$ cat src/rtl/stopwatch_ctrl.sv
// rtl/stopwatch_ctrl.sv - button conditioning and run/lap/stop FSM for the stopwatch datapath
module stopwatch_ctrl #(
  parameter int DEBOUNCE_CYCLES = 500000,
  parameter int CW              = $clog2(DEBOUNCE_CYCLES + 1)
) (
  input  logic       i_clk,
  input  logic       i_reset,
  input  logic       i_start_stop,
  input  logic       i_lap,
  input  logic       i_clear,
  output logic       o_en,
  output logic       o_clear,
  output logic       o_freeze,
  output logic [1:0] o_state
);

  typedef enum logic [1:0] {
    IDLE = 2'd0,
    RUN  = 2'd1,
    LAP  = 2'd2,
    STOP = 2'd3
  } state_t;

  // The counter flips the accepted level on the edge where it would have
  // reached DEBOUNCE_CYCLES, so it only ever needs to hold DEBOUNCE_CYCLES-1.
  localparam logic [CW-1:0] CNT_LAST = CW'(DEBOUNCE_CYCLES - 1);

  // Bit 0 = start_stop, bit 1 = lap, bit 2 = clear.
  logic [2:0] raw;
  logic [2:0] press;

  assign raw = {i_clear, i_lap, i_start_stop};

  for (genvar b = 0; b < 3; b++) begin : g_btn
    logic          sync1;
    logic          sync2;
    logic          accepted;
    logic          event_q;
    logic [CW-1:0] cnt;

    // Synchronise, debounce and turn an accepted 0->1 change into a one-cycle press event.
    always_ff @(posedge i_clk or posedge i_reset) begin
      if (i_reset) begin
        sync1    <= 1'b0;
        sync2    <= 1'b0;
        accepted <= 1'b0;
        event_q  <= 1'b0;
        cnt      <= '0;
      end else begin
        sync1   <= raw[b];
        sync2   <= sync1;
        event_q <= 1'b0;
        if (sync2 == accepted) begin
          cnt <= '0;
        end else if (cnt == CNT_LAST) begin
          accepted <= sync2;
          cnt      <= '0;
          event_q  <= sync2;
        end else begin
          cnt <= cnt + CW'(1);
        end
      end
    end

    assign press[b] = event_q;
  end

  state_t state;
  state_t next_state;
  logic   take_clear;
  logic   en_d;
  logic   freeze_d;
  logic   clear_d;

  // State register plus registered Moore outputs, all cleared asynchronously.
  always_ff @(posedge i_clk or posedge i_reset) begin
    if (i_reset) begin
      state    <= IDLE;
      o_en     <= 1'b0;
      o_freeze <= 1'b0;
      o_clear  <= 1'b0;
    end else begin
      state    <= next_state;
      o_en     <= en_d;
      o_freeze <= freeze_d;
      o_clear  <= clear_d;
    end
  end

  // Next state: start_stop outranks lap, lap outranks clear; events a state ignores fall through.
  always_comb begin
    next_state = state;
    take_clear = 1'b0;
    unique case (state)
      IDLE: begin
        if (press[0]) begin
          next_state = RUN;
        end else if (press[2]) begin
          next_state = IDLE;
          take_clear = 1'b1;
        end
      end
      RUN: begin
        if (press[0])      next_state = STOP;
        else if (press[1]) next_state = LAP;
      end
      LAP: begin
        if (press[0])      next_state = STOP;
        else if (press[1]) next_state = RUN;
      end
      STOP: begin
        if (press[0]) begin
          next_state = RUN;
        end else if (press[2]) begin
          next_state = IDLE;
          take_clear = 1'b1;
        end
      end
      default: next_state = IDLE;
    endcase
  end

  // Output values for the state being entered, so they register alongside it.
  always_comb begin
    en_d     = (next_state == RUN) || (next_state == LAP);
    freeze_d = (next_state == LAP);
    clear_d  = take_clear;
  end

  assign o_state = state;

endmodule

$ cat config.mk
export PLATFORM = sky130hd
export DESIGN_NAME = stopwatch_ctrl
export DESIGN_NICKNAME = d
export VERILOG_FILES = /design/src/rtl/stopwatch_ctrl.sv
export SDC_FILE = /design/constraint.sdc
export NUM_CORES = 1
export LEC_CHECK = 0
export ABC_AREA = 1
export BUFFER_PORTS_ARGS = -buffer_cell sky130_fd_sc_hd__clkbuf_2
export CAP_MARGIN = 0
export CORE_MARGIN = 2
export CORE_UTILIZATION = 36
export CTS_CLUSTER_SIZE = 14
export DETAILED_ROUTE_END_ITERATION = 10
export MAX_ROUTING_LAYER = met4
export PLACE_DENSITY = 0.56
export RECOVER_POWER = 50
export SETUP_SLACK_MARGIN = 0.2
export SYNTH_ARGS = -nofsm -noshare
export SYNTH_HDL_FRONTEND = slang
export SYNTH_SLANG_ARGS = --single-unit
$ cat constraint.sdc
create_clock -name i_clk -period 3.2 [get_ports i_clk]
set_input_delay 0.16 -clock i_clk [delete_from_list [all_inputs] [get_ports i_clk]]
set_output_delay 0.16 -clock i_clk [all_outputs]
set_load 0.01 [all_outputs]
==> metrics.log, run 1 <==
[metrics] status: finished clean
[metrics] Top Ports: 10
[metrics] clock network fraction of total power: around 45%
[metrics] dominant cell by count in the synthesized netlist: sky130_fd_sc_hd__nor2_1
[metrics] leading area contributor after synthesis: sky130_fd_sc_hd__dfrtp_1
[metrics] Multi-input gate area: 0.00191 mm²
[metrics] Slew HR: between 30% and 40%
[metrics] distinct cell type count after synthesis: 28
[metrics] gate count of the mapped netlist: 545
[metrics] post-layout utilization of the core: 41.5%
[metrics] average instance area after synthesis: between 7 and 8 µm²
[metrics] areal power density over the cells: ~400 mW/mm²
[metrics] input/output buffers: 9
[metrics] sequential cell fraction of total power: a little over half
[metrics] register area: 0.00185 mm²
[metrics] count of synthesis-stage warnings from yosys: 0
[metrics] post-synthesis sequential element count: 74
[metrics] die extent in y: about 110 µm
[metrics] biggest area contributors in the synthesized netlist: sky130_fd_sc_hd__dfrtp_1, sky130_fd_sc_hd__nor2_1, sky130_fd_sc_hd__nand2_1, sky130_fd_sc_hd__inv_1, sky130_fd_sc_hd__nand3_1
[metrics] DIE WIDTH: around 110 µm
[metrics] Wirelength per Cell: 12.0 µm
[metrics] Comb power frac: between 3 and 4%
[metrics] Total Negative Setup Slacks: 0 ns
[metrics] number of fill cells: about 1100
[metrics] worst reg2reg endpoint: o_en$_DFF_PP0_
[metrics] path type of the worst min-delay path: reg2reg
[metrics] layout cells sized above 1: roughly 7.5%
[metrics] maximum count of clock buffers along a single path: 2
[metrics] number of cells on the worst reg-to-reg path: 7
[metrics] DP Worst Slack: 1.63 ns
[metrics] Switch Pwr: between 0.0004 and 0.0005 W
[metrics] share of synthesized flip-flops with an asynchronous set or reset: 100%
[metrics] number of iterations in the first detailed-routing pass: 4
[metrics] TritonCTS clock tree: built
[metrics] RR Startpoint: o_state[0]$_DFF_PP0_
[metrics] maximum fanout count along the critical path: 5
[metrics] element type at the critical path start: flip-flop
[metrics] fin. max-slew vios: 0
[metrics] maximum capacitance violations: 0
[metrics] Setup violations, final: 0
[metrics] buffer type at the clock tree root: sky130_fd_sc_hd__clkbuf_8
[metrics] area of the core: ~0.011 mm²
[metrics] routed vias: approximately 3400
[metrics] clock slew seen by the registers of the worst setup and hold paths: about 0.08 ns
[metrics] Slew @ Worst Pin: 0.935 ns
[metrics] endpoint class of the critical path: flip-flop
[metrics] ranking of synthesized cells by instance count: sky130_fd_sc_hd__nor2_1, sky130_fd_sc_hd__nand2_1, sky130_fd_sc_hd__dfrtp_1, sky130_fd_sc_hd__inv_1, sky130_fd_sc_hd__nand3_1
[metrics] largest net degree at the start of global routing: 56
[metrics] first-pass GRT wire length: 14.8 mm
[metrics] detailed router's first-iteration violation count: about 170
[metrics] CTS sink cnt: 74
[metrics] worst hold start: g_btn[1].sync1$_DFF_PP0_
[metrics] Post-DRT Antenna Nets: 0
[metrics] leftover overflow at the end of global routing: 0
[metrics] wirelength, routed: roughly 8.5 mm
[metrics] number of instances on the worst hold path: 0
[metrics] kind of critical path: reg2reg
[metrics] leakage power summed over all cells: between 1.5 and 2 nW
[metrics] number of buffers inserted during clock tree synthesis: 9
[metrics] Reg2Reg Setup Slack: between 1.5 and 2 ns
[metrics] sequential element share of the synthesized area: a little under half
[metrics] final weighted congestion in routability-driven placement: 0.901
[metrics] area of the die: around 0.012 mm²
[metrics] Critical Path Source: o_state[0]$_DFF_PP0_
[metrics] CP Data Required Time: roughly 3.5 ns
[metrics] most common flop cell mapped by yosys: sky130_fd_sc_hd__dfrtp_1
[metrics] period utilisation layout: 49.3%
[metrics] Arrival @ worst endpoint: 1.88 ns
[metrics] hold path endpoint: g_btn[1].sync2$_DFF_PP0_
[metrics] initial antenna violation count: 0
[metrics] average via count per standard cell: 4.71
[metrics] H-tree Lvls: 3
[metrics] Post-synth EDFFs: 0
[metrics] setup clock skew after layout: approximately 0.013 ns
[metrics] switching share of power: 22.0%
[metrics] PnR Total Power: roughly 0.0018 W
[metrics] total half-perimeter wirelength after legalization and detailed placement: 6.42 mm
[metrics] min Tclk post-route: approximately 1.6 ns
[metrics] source-to-sink clock delay at the later pin of the worst-skew pair: around 0.36 ns
[metrics] # DRC: 0
[metrics] vias in the first global route: between 3000 and 4000
[metrics] diode count: 0
[metrics] fin worst setup slack: 1.62 ns
[metrics] Max Freq: about 630 MHz
[metrics] Cell Area, Synth: a little over 0.004 mm²
[metrics] number of hold-slack violations in the final timing report: 0
[metrics] worst-case vdd ir drop: 233 µV
[metrics] net count of the mapped netlist: around 560
[metrics] Row Count: 38
[metrics] RSZ-0062 raised after global routing: false
[metrics] initial core utilization: ~37%
[metrics] all-layer global routing usage: 16.4%
[metrics] area grow syn2layout: 11.7%
[metrics] area share of the largest cell type after synthesis: 45.8%
[metrics] Cell Int Power: approximately 0.0014 W
[metrics] layout net count: 580
[sequential cells by signal, summed over array words and instances, names as in the netlist]
signal and flops:
g_btn.event_q 3, g_btn.sync2 3, o_state 2, g_btn.cnt 57
o_en 1, o_freeze 1, o_clear 1, g_btn.sync1 3
g_btn.accepted 3
[worst max-delay path by stage]
stage / endpoint / slack [ns] / depth (start not counted)
final: o_en$_DFF_PP0_ / 1.62 / 7
after global routing: o_en$_DFF_PP0_ / 1.41 / 5
after CTS: o_en$_DFF_PP0_ / 1.62 / 7
after detailed placement: o_en$_DFF_PP0_ / 1.63 / 7
after global placement: o_en$_DFF_PP0_ / 1.71 / 7
after floorplan: g_btn[0].accepted$_DFFE_PP0P_ / 1.16 / 1
[metal layers]
metal / vias to the layer above / GRT usage, % / share of wire [%]
met2: 58 / 23.7 / 45
met3: 12 / 3.88 / 4.2
li1: 1741 / - / -
met1: 1551 / 21.8 / 50
met5: - / - / 0
met4: 0 / 7.59 / 1.6
[cell usage in the layout (no fill, tap or decap), drive strengths merged, types with 2 or more instances in the layout]
master / n
dlygate4sd3: 4
and2: 4
clkbuf: 19
o21ai: 13
nand3: 49
ha: 6
o22ai: 2
nor3b: 3
a21oi: 11
dfrtp: 74
nand2: 106
nor3: 9
bufinv: 2
xnor2: 3
xor2: 21
nand4: 7
inv: 70
clkinv: 4
nor2: 160
[power by group through the flow]
stage	sequential, W	combinational, W	clock [W]
detailed placement	0.000975	0.0000589	0
floorplan	0.000973	0.0000410	0
global route	0.000958	0.0000708	0.000894
global placement	0.000974	0.0000588	0
CTS	0.000956	0.0000629	0.000855
finish	0.000956	0.0000590	0.000813
[kinds of logic after synthesis]
| family | Yosys count | share of synthesized area, % |
|---|---|---|
| xor+xnor | 24 | 5.57 |
| compound gates | 29 | 3.90 |
| buf+inv | 72 | 6.77 |
| flops | 74 | 45.8 |
| fa+ha+maj | 6 | 1.86 |
| simple gates | 340 | 36.1 |
[area by class of cell]
cell class              count  share of cell area (%)
clock inverters             6                    1.99
repair buffers             14                    1.91
clock buffers              10                    3.05
inverters                  71                    5.93
flip-flops and latches     74                    41.0
well taps                 140                    3.88
multi-input cells         399                    42.3
[stage by stage]
stage,std cells,instance area [µm²],hold slack [ns]
6_report,714,4520,0.361
5_1_grt,714,4520,0.385
4_1_cts,714,4530,0.364
3_5_place_dp,694,4270,0.272
3_3_place_gp,694,4270,0.270
2_1_floorplan,545,4050,0.191
[worst max-delay path: stages, from the launching register on]
cell	delay, ns
sky130_fd_sc_hd__dfrtp_1	0.42
sky130_fd_sc_hd__inv_1	0.06
sky130_fd_sc_hd__ha_1	0.29
sky130_fd_sc_hd__inv_1	0.05
sky130_fd_sc_hd__o31a_1	0.23
sky130_fd_sc_hd__o22ai_1	0.17
sky130_fd_sc_hd__ha_1	0.26
sky130_fd_sc_hd__inv_1	0.05
[timing repair]
item,4_1_cts,5_1_grt
setup buffers,0,0
hold buffers,4,0
endpoints found under the hold margin,40,0
resized for setup,0,0
No activity file was read; power rests on OpenSTA's default activity.
==> inputs of run 2 (changes only) <==
Settings changed: ABC_AREA 1 to 0, PLACE_DENSITY 0.56 to 0.58.
Clock period 3.2 ns to 1.4 ns, I/O delays scaled along.
==> run 2 against run 1 <==
  * The flow now finishes with violations (negative setup slack)
  * Combinational power increased to 4.3 times the previous value
  * First-iteration DRC count decreased by 55%
  * Cell area increased by 21%
  * Sequential share of layout area decreased by 6.9 points
  * Utilization increased by 17 points
  * Clock power increased by 91%
  * Routed wire length decreased by 3.9%
  * Area after synthesis decreased by 14%
  * Total power increased by 120%
  * Flip-flop and latch count unchanged
  * Clock-buffer cell count increased by 4
  * Largest power group unchanged
==> metrics.log, run 2 <==
[metrics] Worst path max stage delay: 0.38 ns (-0.04 ns)
[metrics] layout cells sized above 1: 54.7% (+47 points)
[metrics] RSZ-0062 raised after global routing: true
[metrics] highest routed metal layer: met4
[metrics] area share of the largest cell type after synthesis: 53.1% (+7.3 points)
[metrics] post-synthesis sequential element count: 74 (unchanged)
[metrics] initial antenna violation count: 0 (unchanged)
[metrics] area of the core: 0.00933 mm² (-14%)
[metrics] maximum fanout count along the critical path: 4 (-1)
[metrics] average via count per standard cell: 4.95 (+5.2%)
[metrics] # DRC: 0 (unchanged)
[metrics] final weighted congestion in routability-driven placement: 0.820 (-9.1%)
[metrics] source-to-sink clock delay at the later pin of the worst-skew pair: 0.36 ns (about the same)
[metrics] kind of critical path: reg2reg
[metrics] post-layout utilization of the core: 58.6% (+17 points)
[metrics] setup clock skew after layout: 0.00753 ns (-0.00533 ns)
[metrics] cell area after layout: 0.00546 mm² (+21%)
[metrics] all-layer global routing usage: 18.0% (+1.6 points)
[metrics] total met2 wirelength after detailed routing: 4.14 mm (+8.6%)
[metrics] RR Startpoint: g_btn[0].cnt[0]$_DFF_PP0_
[metrics] fin. max-slew vios: 0 (unchanged)
[metrics] endpoint class of the critical path: flip-flop
[metrics] dominant cell by count in the synthesized netlist: sky130_fd_sc_hd__dfrtp_1
[metrics] fin worst setup slack: -0.368 ns (-1.99 ns)
[metrics] met3 WL: 214 µm (-40%)
[metrics] worst-case vdd ir drop: 606 µV (+160%)
[metrics] number of buffers inserted during clock tree synthesis: 9 (unchanged)
[metrics] maximum count of clock buffers along a single path: 2 (unchanged)
[metrics] largest net degree at the start of global routing: 43 (-23%)
[metrics] element type at the critical path start: flip-flop
[metrics] gate count of the mapped netlist: 341 (-37%)
[metrics] biggest area contributors in the synthesized netlist: sky130_fd_sc_hd__dfrtp_1, sky130_fd_sc_hd__xnor2_1, sky130_fd_sc_hd__nor2_1, sky130_fd_sc_hd__xor2_1, sky130_fd_sc_hd__nand3_1
[metrics] most common flop cell mapped by yosys: sky130_fd_sc_hd__dfrtp_1
[metrics] most frequent standard cell in the layout excluding fill and tap cells: sky130_fd_sc_hd__buf_4
[metrics] Post-synth EDFFs: 0 (unchanged)
[metrics] area grow syn2layout: 56.6%
[metrics] number of hold-slack violations in the final timing report: 0 (unchanged)
[metrics] leakage power summed over all cells: 2.28 nW (+18%)
[metrics] share of synthesized flip-flops with an asynchronous set or reset: 100% (unchanged)
[metrics] average instance area after synthesis: 10.2 µm² (+38%)
[metrics] number of fill cells: 773 (-31%)
[metrics] H-tree Lvls: 3 (unchanged)
[metrics] Row Count: 35 (-7.9%)
[metrics] detailed router's first-iteration violation count: 78 (-55%)
[metrics] number of flip-flops in the largest register: 57 (unchanged)
[metrics] Cell Area, Synth: 0.00349 mm² (-14%)
[metrics] area of the die: 0.0105 mm² (-13%)
[metrics] Post-Place Cell Area: 0.00437 mm² (+2.4%)
[metrics] maximum capacitance violations: 0 (unchanged)
[metrics] DP Worst Slack: -0.477 ns (-2.10 ns)
[metrics] wirelength, routed: 8.20 mm (-3.9%)
[metrics] clock slew seen by the registers of the worst setup and hold paths: 0.08 ns (about the same)
[metrics] leading area contributor after synthesis: sky130_fd_sc_hd__dfrtp_1
[metrics] worst reg2reg endpoint: g_btn[0].cnt[16]$_DFF_PP0_
[metrics] critical path cell sequence: ha_2 > nand4_1 > buf_4 > or3_4 > or3_1 > a21oi_1
[metrics] areal power density over the cells: 731 mW/mm² (+81%)
[metrics] TritonCTS clock tree: built
[metrics] initial core utilization: 37.4% (+0.26 points)
[metrics] Largest Register: g_btn.cnt
[metrics] Hold WS: 0.285 ns (-0.0759 ns)
[metrics] Wirelength per Cell: 13.6 µm (+14%)
[metrics] min Tclk post-route: 1.77 ns (+0.191 ns)
[metrics] input/output buffers: 9 (unchanged)
[metrics] leftover overflow at the end of global routing: 0 (unchanged)
[metrics] Slew @ Worst Pin: 0.603 ns (-0.331 ns)
[metrics] count of synthesis-stage warnings from yosys: 0 (unchanged)
[metrics] Reg2Reg Setup Slack: -0.37 ns (-1.99 ns)
[metrics] layout net count: 481 (-17%)
[metrics] number of iterations in the first detailed-routing pass: 4 (unchanged)
[metrics] failing checks: negative setup slack
[metrics] Slew HR: 59.6% (+22 points)
[metrics] diode count: 0 (unchanged)
[metrics] period utilisation layout: 126% (+77 points)
[metrics] path type of the worst min-delay path: in2async
[metrics] Setup violations, final: 60 (+60)
[metrics] Max Freq: 566 MHz (-11%)
[metrics] buffer type at the clock tree root: sky130_fd_sc_hd__clkbuf_8
[metrics] Post-DRT Antenna Nets: 0 (unchanged)
[metrics] CP Data Required Time: 1.69 ns (-1.81 ns)
[metrics] distinct cell type count after synthesis: 39 (+39%)
[metrics] vias in the first global route: 3047 (-5.3%)
[metrics] first-pass GRT wire length: 14.1 mm (-4.8%)
[metrics] Total Negative Setup Slacks: -10.03 ns (-10.03 ns)
[metrics] number of cells on the worst reg-to-reg path: 6 (-1)
[metrics] die extent in y: 102 µm (-6.9%)
[metrics] Met1 Routed Length: 3.67 mm (-13%)
[metrics] status: finished, violations left
[metrics] sequential element share of the synthesized area: 53.1% (+7.3 points)
[metrics] DIE WIDTH: 102 µm (-6.9%)
[metrics] Top Ports: 10 (unchanged)
[metrics] CTS sink cnt: 74 (unchanged)
[metrics] routed vias: 2991 (-11%)
[metrics] ranking of synthesized cells by instance count: sky130_fd_sc_hd__dfrtp_1, sky130_fd_sc_hd__nor2_1, sky130_fd_sc_hd__xnor2_1, sky130_fd_sc_hd__nand3_1, sky130_fd_sc_hd__nand2_1
[metrics] Arrival @ worst endpoint: 2.06 ns (+0.18 ns)
[metrics] cell at the slowest stage of the critical path: sky130_fd_sc_hd__dfrtp_1
[metrics] highest-count cells in the layout ignoring fill and taps: sky130_fd_sc_hd__buf_4, sky130_fd_sc_hd__dfrtp_1, sky130_fd_sc_hd__nor2_2, sky130_fd_sc_hd__buf_6, sky130_fd_sc_hd__xnor2_1
[metrics] total half-perimeter wirelength after legalization and detailed placement: 5.29 mm (-18%)
[metrics] net count of the mapped netlist: 352 (-37%)
[run 2: cell types whose count changed after synthesis, sizes merged, moves of 9 or more]
cell / before / now
or3: 0 / 9
inv: 71 / 14
nor2: 160 / 46
nand2: 106 / 18
nand4: 7 / 16
nand3: 49 / 21
xnor2: 3 / 23
[run 2: how the worst max path moves through the flow]
stage / end / cells past startpoint / start / slack, ns
finish: g_btn[0].cnt[16]$_DFF_PP0_ / 6 / g_btn[0].cnt[0]$_DFF_PP0_ / -0.37
global route: g_btn[0].cnt[18]$_DFF_PP0_ / 5 / g_btn[0].cnt[0]$_DFF_PP0_ / -0.47
CTS: g_btn[0].accepted$_DFFE_PP0P_ / 4 / g_btn[0].cnt[11]$_DFF_PP0_ / -0.35
detailed placement: g_btn[0].accepted$_DFFE_PP0P_ / 4 / g_btn[0].cnt[11]$_DFF_PP0_ / -0.48
global placement: g_btn[0].accepted$_DFFE_PP0P_ / 4 / g_btn[0].cnt[11]$_DFF_PP0_ / -0.43
floorplan: g_btn[0].cnt[17]$_DFF_PP0_ / 5 / g_btn[0].cnt[5]$_DFF_PP0_ / -0.43
[run 2: area by class of cell]
cell class	count	area, µm²	share of cell area, %
clock buffer	14	173	3.16
clock inverter	2	10.0	0.183
tap	129	161	2.95
multi-input combinational	245	2190	40.1
sequential	74	1860	34.1
inverter	14	53.8	0.985
timing repair buffer	126	1020	18.6
[run 2: critical path, delay by kind of cell (launching register included)]
kind,cells,cell delay [ns]
AO/OA/AOI/OAI,1,0.12
adder cells (fa/ha/maj),1,0.19
buffers and inverters,1,0.19
flip-flops,1,0.38
AND/OR/NAND/NOR,3,0.82
[run 2: where the power goes]
part / internal, W / switching [W]
logic: 0.000112 / 0.000138
clock network: 0.000785 / 0.000767
registers: 0.00217 / 0.0000234
total: 0.00306 / 0.000928
[run 2: per-stage QoR]
step | cells | total power [W]
floorplan | 341 | 0.00233
finish | 604 | 0.00399
CTS | 594 | 0.00403
detailed placement | 549 | 0.00242
global placement | 549 | 0.00241
global route | 604 | 0.00417
[run 2: cells by family after synthesis]
family | synth area share (%)
XOR/XNOR | 10.0
flip-flops | 53.1
adder cells (fa/ha/maj) | 2.15
AO/OA/AOI/OAI | 6.67
buffers and inverters | 2.40
multiplexers | 0.968
AND/OR/NAND/NOR | 24.7
[run 2: metal layers]
layer | vias to the layer above | GRT usage [%]
met5 | - | -
li1 | 1474 | -
met3 | 14 | 4.92
met2 | 27 | 29.0
met4 | 0 | 7.18
met1 | 1476 | 21.4
[run 2: what timing repair did]
action	CTS	global route
hold endpoints to repair	57	0
hold buffers	4	0
gates resized for setup	83	65
gates cloned	2	0
pin swaps	47	24
endpoints found under the setup margin	64	65
setup buffers	23	10
==> inputs of run 3 (changes only) <==
Settings changed: GPL_TIMING_DRIVEN set to 0.
==> run 3 against run 2 <==
  * The flow still finishes with violations (negative setup slack)
  * Clock-buffer cell count fell by 4
  * Sequential share of layout area grew 0.87 points
  * Maximum frequency shrank 4.5%
  * Die area is the same
  * Cell count decreased by 3.3%
  * Worst hold slack better by 0.066 ns
  * Setup slack got worse by 0.084 ns
  * Via count grew 0.37%
  * First-iteration DRC count is 17% higher
  * Utilization fell by 1.1 points
  * Global-route usage grew 0.12 points
  * Non-clock buffer count fell by 21
  * Critical endpoint is now g_btn[0].accepted$_DFFE_PP0P_
  * Largest power group unchanged
==> metrics.log, run 3 (synthesized netlist as in run 2, its figures left out) <==
[metrics] number of hold-slack violations in the final timing report: 0 (unchanged)
[metrics] period utilisation layout: 132% (+6.0 points)
[metrics] Row Count: 35 (unchanged)
[metrics] Wirelength per Cell: 15.1 µm (+11%)
[metrics] source-to-sink clock delay at the later pin of the worst-skew pair: 0.36 ns (about the same)
[metrics] layout cells sized above 1: 50.3% (-4.4 points)
[metrics] maximum count of clock buffers along a single path: 2 (unchanged)
[metrics] all-layer global routing usage: 18.1% (+0.12 points)
[metrics] worst-case vdd ir drop: 368 µV (-39%)
[metrics] largest net degree at the start of global routing: 41 (-4.7%)
[metrics] Post-Place Cell Area: 0.00387 mm² (-11%)
[metrics] fin worst setup slack: -0.452 ns (-0.0842 ns)
[metrics] initial antenna violation count: 0 (unchanged)
[metrics] Max Freq: 540 MHz (-4.5%)
[metrics] PnR Total Power: 0.00399 W (about the same)
[metrics] leftover overflow at the end of global routing: 0 (unchanged)
[metrics] final weighted congestion in routability-driven placement: 0.834 (+1.8%)
[metrics] total half-perimeter wirelength after legalization and detailed placement: 4.60 mm (-13%)
[metrics] CP Data Required Time: 1.64 ns (-0.05 ns)
[metrics] Arrival @ worst endpoint: 2.09 ns (+0.03 ns)
[metrics] critical path cell sequence: buf_4 > nand3b_1 > or4_4 > mux2_2
[metrics] layout net count: 461 (-4.2%)
[metrics] endpoint class of the critical path: flip-flop
[metrics] Worst path max stage delay: 0.62 ns (+0.24 ns)
[metrics] detailed router's first-iteration violation count: 91 (+17%)
[metrics] clock slew seen by the registers of the worst setup and hold paths: 0.08 ns (about the same)
[metrics] diode count: 0 (unchanged)
[metrics] number of fill cells: 743 (-3.9%)
[metrics] maximum fanout count along the critical path: 4 (unchanged)
[metrics] family with the most delay on the worst path: simple AND/OR/NAND/NOR gates
[metrics] Cell Count, Final, Fillers Out: 584 (-3.3%)
[metrics] Largest Register: g_btn.cnt
[metrics] kind of critical path: reg2reg
[metrics] H-tree Lvls: 3 (unchanged)
[metrics] most frequent standard cell in the layout excluding fill and tap cells: sky130_fd_sc_hd__buf_4
[metrics] number of flip-flops in the largest register: 57 (unchanged)
[metrics] average via count per standard cell: 5.14 (+3.8%)
[metrics] highest-count cells in the layout ignoring fill and taps: sky130_fd_sc_hd__buf_4, sky130_fd_sc_hd__dfrtp_1, sky130_fd_sc_hd__nor2_1, sky130_fd_sc_hd__buf_6, sky130_fd_sc_hd__xnor2_1
[metrics] element type at the critical path start: flip-flop
[metrics] DIE WIDTH: 102 µm (unchanged)
[metrics] wirelength, routed: 8.84 mm (+7.8%)
[metrics] number of buffers inserted during clock tree synthesis: 9 (unchanged)
[metrics] area of the core: 0.00933 mm² (unchanged)
[metrics] vias in the first global route: 2959 (-2.9%)
[metrics] cell area after layout: 0.00536 mm² (-1.8%)
[metrics] setup clock skew after layout: 0.0152 ns (+0.00764 ns)
[metrics] fin. max-slew vios: 0 (unchanged)
[metrics] path type of the worst min-delay path: reg2reg
[metrics] cell at the slowest stage of the critical path: sky130_fd_sc_hd__or4_4
[metrics] TritonCTS clock tree: built
[metrics] input/output buffers: 9 (unchanged)
[metrics] Post-DRT Antenna Nets: 0 (unchanged)
[metrics] areal power density over the cells: 745 mW/mm² (+1.9%)
[metrics] leakage power summed over all cells: 2.15 nW (-5.9%)
[metrics] cell count after placement: 480 (-13%)
[metrics] die extent in y: 102 µm (unchanged)
[metrics] worst path buffer plus inverter count: 1 (unchanged)
[metrics] # DRC: 0 (unchanged)
[metrics] Total Negative Setup Slacks: -14.52 ns (-4.49 ns)
[metrics] initial core utilization: 37.4% (unchanged)
[metrics] Top Ports: 10 (unchanged)
[metrics] Slew HR: 31.3% (-28 points)
[metrics] failing checks: negative setup slack
[metrics] min Tclk post-route: 1.85 ns (+0.0842 ns)
[metrics] CTS sink cnt: 74 (unchanged)
[metrics] first-pass GRT wire length: 14.3 mm (+1.4%)
[metrics] routed vias: 3002 (+0.37%)
[metrics] RSZ-0062 raised after global routing: true
[metrics] status: finished, violations left
[metrics] area of the die: 0.0105 mm² (unchanged)
[metrics] Setup violations, final: 62 (+3.3%)
[metrics] number of iterations in the first detailed-routing pass: 4 (unchanged)
[metrics] buffer type at the clock tree root: sky130_fd_sc_hd__clkbuf_8
[metrics] Slew @ Worst Pin: 1.02 ns (+0.421 ns)
[metrics] area grow syn2layout: 53.7%
[metrics] maximum capacitance violations: 0 (unchanged)
run 3: what timing repair did:
action | in CTS | in global routing
pin swaps | 39 | 33
hold buffers | 4 | 0
setup endpoints to repair | 64 | 102
cloned | 1 | 2
setup buffers | 64 | 17
resized for setup | 87 | 63
hold endpoints to repair | 42 | 0
run 3: final timing paths:
kind / startpoint / endpoint / slack, ns / depth (start not counted)
max in group asynchronous: i_reset / g_btn[1].cnt[9]$_DFF_PP0_ / 0.14 / 4
min in group asynchronous: i_reset / g_btn[1].sync2$_DFF_PP0_ / 0.41 / 3
worst min-delay path: g_btn[0].sync1$_DFF_PP0_ / g_btn[0].sync2$_DFF_PP0_ / 0.35 / 0
worst max register to register: g_btn[0].cnt[6]$_DFF_PP0_ / g_btn[0].accepted$_DFFE_PP0P_ / -0.45 / 4
worst min register to register: g_btn[0].sync1$_DFF_PP0_ / g_btn[0].sync2$_DFF_PP0_ / 0.35 / 0
worst max-delay path: g_btn[0].cnt[6]$_DFF_PP0_ / g_btn[0].accepted$_DFFE_PP0P_ / -0.45 / 4
run 3: stage by stage:
step	worst slack [ns]	hold WS, ns	util [%]
finish	-0.452	0.351	57.5
global route	-0.505	0.345	57.5
CTS	-0.454	0.343	53.4
detailed placement	-0.628	0.181	41.5
global placement	-0.550	0.180	41.3
floorplan	-0.431	0.101	-
run 3: power by group:
group | switching (W) | internal, W
Clock | 0.000822 | 0.000691
Combinational | 0.000142 | 0.000141
Sequential | 0.0000328 | 0.00217
run 3: final cells by class:
type | count | area (µm²) | share of cell area (%)
Timing Repair inverter | 1 | 5.00 | 0.0933
Clock inverter | 6 | 37.5 | 0.700
Clock buffer | 10 | 138 | 2.57
Timing Repair Buffer | 97 | 828 | 15.4
Multi-Input combinational cell | 245 | 2140 | 40.0
Buffer | 8 | 124 | 2.31
Tap cell | 129 | 161 | 3.01
Sequential cell | 74 | 1870 | 34.9
Inverter | 14 | 53.8 | 1.00
run 3: worst reg2reg max path, delay by kind of cell (launching register included):
family / cells / cell delay (ns)
mux: 1 / 0.29
flops: 1 / 0.42
simple gates: 2 / 0.86
buf+inv: 1 / 0.16
run 3: routing by layer:
metal	track usage [%]	share of wire, %	up-vias	wire [µm]
met5	-	0	-	0
met4	7.38	2.6	0	227
met3	3.90	2.9	20	254
met2	29.7	51	51	4520
met1	21.8	43	1497	3830
li1	-	-	1434	-
